`src/rtl/base3_converter.sv`:
```
// ============================================================================
// Module      : base3_converter
// Description : Sequential binary-to-radix-3 converter; extracts one trit per
//               clock using an external combinational divider fixed at D=3.
// Revision    : 1.0 - initial release
// ============================================================================
`default_nettype none

module base3_converter #(
    parameter int WIDTH  = 16,
    parameter int NTRITS = 11
) (
    input  logic                  clk,
    input  logic                  rst,
    input  logic                  in_valid,
    output logic                  in_ready,
    input  logic [WIDTH-1:0]      in_data,
    output logic [WIDTH-1:0]      div_n,
    output logic [WIDTH-1:0]      div_d,
    input  logic [WIDTH-1:0]      div_q,
    input  logic [WIDTH-1:0]      div_r,
    output logic                  out_valid,
    input  logic                  out_ready,
    output logic [2*NTRITS-1:0]   out_trits,
    output logic [3:0]            out_count
);

    typedef enum logic [1:0] {
        S_IDLE = 2'd0,
        S_CONV = 2'd1,
        S_HOLD = 2'd2
    } state_t;

    localparam logic [WIDTH-1:0] c_divisor  = WIDTH'(3);
    localparam logic [3:0]       c_last_idx = 4'(NTRITS - 1);

    state_t                state_q;
    logic [WIDTH-1:0]      work_q;
    logic [2*NTRITS-1:0]   trits_q;
    logic [2*NTRITS-1:0]   trits_d;
    logic [3:0]            count_q;
    logic [3:0]            count_d;
    logic                  in_ready_q;
    logic                  out_valid_q;
    logic                  conv_done_d;
    logic                  w_unused;

    // A remainder of a division by 3 always fits in two bits.
    assign w_unused = ^div_r[WIDTH-1:2];

    always_comb begin
        trits_d = trits_q;
        for (int i = 0; i < NTRITS; i++) begin
            if (count_q == 4'(i)) begin
                trits_d[2*i +: 2] = div_r[1:0];
            end
        end
        count_d     = count_q + 4'd1;
        conv_done_d = (div_q == '0) || (count_q == c_last_idx);
    end

    always_ff @(posedge clk or posedge rst) begin
        if (rst) begin
            state_q     <= S_IDLE;
            work_q      <= '0;
            trits_q     <= '0;
            count_q     <= '0;
            in_ready_q  <= 1'b1;
            out_valid_q <= 1'b0;
        end else begin
            case (state_q)
                S_IDLE: begin
                    if (in_valid) begin
                        work_q     <= in_data;
                        trits_q    <= '0;
                        count_q    <= '0;
                        in_ready_q <= 1'b0;
                        state_q    <= S_CONV;
                    end
                end
                S_CONV: begin
                    trits_q <= trits_d;
                    work_q  <= div_q;
                    count_q <= count_d;
                    if (conv_done_d) begin
                        out_valid_q <= 1'b1;
                        state_q     <= S_HOLD;
                    end
                end
                S_HOLD: begin
                    if (out_ready) begin
                        out_valid_q <= 1'b0;
                        in_ready_q  <= 1'b1;
                        state_q     <= S_IDLE;
                    end
                end
                default: begin
                    out_valid_q <= 1'b0;
                    in_ready_q  <= 1'b1;
                    state_q     <= S_IDLE;
                end
            endcase
        end
    end

    assign div_n     = work_q;
    assign div_d     = c_divisor;
    assign in_ready  = in_ready_q;
    assign out_valid = out_valid_q;
    assign out_trits = trits_q;
    assign out_count = count_q;

endmodule

`default_nettype wire

```
`config.mk`:
```
export PLATFORM = sky130hd
export DESIGN_NAME = base3_converter
export DESIGN_NICKNAME = d
export VERILOG_FILES = /design/src/rtl/base3_converter.sv
export SDC_FILE = /design/constraint.sdc
export NUM_CORES = 1
export LEC_CHECK = 0
export CAP_MARGIN = 20
export CELL_PAD_IN_SITES_DETAIL_PLACEMENT = 1
export CELL_PAD_IN_SITES_GLOBAL_PLACEMENT = 1
export CORE_MARGIN = 2
export CORE_UTILIZATION = 32
export CTS_CLUSTER_DIAMETER = 30
export DETAILED_ROUTE_END_ITERATION = 10
export PLACE_DENSITY_LB_ADDON = 0.3
export SLEW_MARGIN = 20
export SYNTH_ARGS = -nofsm -noshare
export SYNTH_HDL_FRONTEND = slang
export SYNTH_SLANG_ARGS = --single-unit
```
`constraint.sdc`:
```
create_clock -name clk -period 2.2 [get_ports clk]
set_input_delay 0.22 -clock clk [delete_from_list [all_inputs] [get_ports clk]]
set_output_delay 0.22 -clock clk [all_outputs]
set_load 0.01 [all_outputs]
```
==> results.ini <==
[timing]
fmax_mhz = 581
fin_skew_ns = 0.00445
grt_setup_unrepaired = no
slew_headroom_pct = 62.8
final-hold-violation-count = 0
setup_viol = 0
finalCritPeriodShare_pct = 78.2
min_period_ns = 1.72
fin_setup_tns_ns = 0
finalMaxSlewViolations = 0
max_slew.worst_pin.slew_ns = 0.558

[clock_network]
insertion_delay_ns = 0.30
root_buffer = clkbuf_8
cts_inserted_buffers = 5
cts_tree = yes
postCtsSetupBuffers = 0
htreeDepth = 2
cts.sinks = 46
cts.path.max_buffers = 2
ctsResizeCount = 0
postCtsHoldBufs = 0
clk_pin_slew_worst_paths_ns = 0.09

[hold_path]
min_path_type = in -> async

[global_route]
track_usage_pct = 16.8
grt_overflow = 0
first_global_vias = 1878
grt_max_degree = 26
grt_pass1_wl_um = 9850
antenna_found_initial = 0

[worst_setup_path]
reg2reg_from = state_q[1]
reg2reg_slack_ns = 0.48
critPathMaxFanout = 12
worstSetupPathDepth = 3
slowest_stage = dfrtp_1
max_stage_delay_ns = 0.62
cp_top_family = flip-flops
cp.required_ns = 2.39
worstPathCellList = and4bb_4 -> a21oi_1 -> mux2_2
critPathLaunchType = register
ff2ff_path_depth = 3
critPathKind = reg -> reg
crit_start = state_q[1]
crit_path_end = out_trits[17]
cp.arrival_ns = 1.91
endpoint_kind = register
path_buf_inv = 0
rr_endpoint = out_trits[17]

[yosys]
postSynthAreaPerCell_um2 = 10.8
synth-warning-count = 0
synth_top_area_share_pct = 50.7
netlist_area_um2 = 2220
yosysTopAreaCell = dfrtp_1
synthArstFlopShare_pct = 100
ys_types = 33
synth_edf_count = 0
syn_inst = 206
ys_seq_elements = 46
synth_area_leaders = dfrtp_1 51%, mux2_2 6.6%, buf_4 6.4%, nand2_1 4.9%, mux2i_1 4.1%
yosysSeqAreaShare_pct = 51.9
ys.flop_type = dfrtp_1

[die]
placementRows = 30
fp.dieH_um = 87.3
ios = 112
die_x_um = 87.3
die-area_um2 = 7620
core_area_um2 = 6760
start_util_pct = 32.9

[pwr]
swShare_pct = 35.8
seq_power_share_pct = 36.0
pwr-share-comb_pct = 48.7
irDropWorstVdd_v = 0.000569
power.internal_uw = 2650
p_sw_uw = 1480
power_frac_clock_pct = 15.3
p_leak_uw = 0.00141
p_total_uw = 4130
power.density_nw_per_um2 = 1300

[place]
port_buffers = 81
detailedPlacementHpwl_um = 4710
gp_congestion = 0.805

[final_layout]
area_growth_pct = 42.7
drive_gt1_share_pct = 12.1
final_common_cell = clkdlybuf4s50_1
fin_nets = 345
n_antenna_cell = 0
final_cell_mix = 81 x clkdlybuf4s50_1, 45 x dfrtp_1, 29 x nand2_1

[detailed_routing]
ant_nets = 0
wl_per_cell_um = 16.6
dr.first_iter.drc_count = 54
vias_per_cell = 4.83
route.detailed.drc = 0
vias = 1788
routed_wl_um = 6130
drt-pass1-iter-count = 4

[run]
max_cap_viol_count = 0

[run_status]
status = finished, final reports clean

==> area by class of cell <==
cell class	instances	area, µm²
Clock buffer	5	68.8
Clock inverter	3	40.0
Fill cell	761	3590
Inverter	4	15.0
Multi-Input combinational cell	146	932
Sequential cell	46	1150
Tap cell	80	100
Timing Repair Buffer	86	861
==> synthesized netlist by cell type (2+ instances only) <==
cell type and number:
a21oi_1 8, inv_1 4, nand2_1 29, conb_1 2, nand4_1 2, ha_1 4
o21ai_0 5, a22oi_1 8, dfrtp_1 45, buf_4 19, nor4_1 4, nor2_1 21
and2_1 2, buf_2 4, nand3b_1 2, mux2_2 13, mux2i_1 9, o22ai_1 10
==> registers in the layout, summed over array words and instances, names as in the netlist <==
name and count:
out_trits 22, state_q 2, in_ready 1, out_count 4, out_valid 1, div_n 16
==> power by group through the flow <==
stage | Clock (µW) | Combinational (µW) | Sequential, µW
floorplan | 0 | 894 | 1610
global route | 676 | 2190 | 1550
global placement | 0 | 1970 | 1490
finish | 631 | 2010 | 1490
detailed placement | 0 | 2020 | 1510
CTS | 652 | 2030 | 1500
==> kinds of logic (layout without fill, tap and decap cells) <==
kind of cell | Yosys count | count (layout) | synth area share (%)
adders and majority gates | 4 | 4 | 2.25
buffers and inverters | 28 | 98 | 8.51
DFF | 46 | 46 | 51.9
other | 2 | 16 | 0.338
AOI/OAI and AO/OA | 35 | 35 | 9.97
and+or+nand+nor | 68 | 68 | 15.9
muxes | 23 | 23 | 11.2
==> routing by layer <==
metal	global-route usage, %	up-vias	routed length, µm
met2	27.4	45	3070
met3	2.84	5	189
li1	-	853	-
met5	0	-	0
met1	22.7	885	2800
met4	5.45	0	70
==> worst min path at each step <==
stage	start	endpoint	slack, ns
after detailed placement	in_ready	in_ready	0.47
after global placement	in_ready	in_ready	0.46
after global routing	rst	div_n[5]	0.34
final	rst	div_n[5]	0.29
after CTS	rst	out_count[1]	0.30
after floorplan	div_q[4]	div_n[4]	0.35
==> stage by stage <==
| stage | setup WS [ns] | cells | util [%] | hold slack [ns] | instance area (µm²) |
|---|---|---|---|---|---|
| 2_1_floorplan | 0.756 | 220 | - | 0.348 | 2270 |
| 3_3_place_gp | 0.456 | 362 | 45.3 | 0.456 | 3060 |
| 3_5_place_dp | 0.417 | 362 | 45.3 | 0.465 | 3060 |
| 4_1_cts | 0.454 | 370 | 46.9 | 0.304 | 3170 |
| 5_1_grt | 0.396 | 370 | 46.9 | 0.344 | 3170 |
| 6_report | 0.479 | 370 | 46.9 | 0.288 | 3170 |
Note: power is estimated with default switching activity, not from simulation.
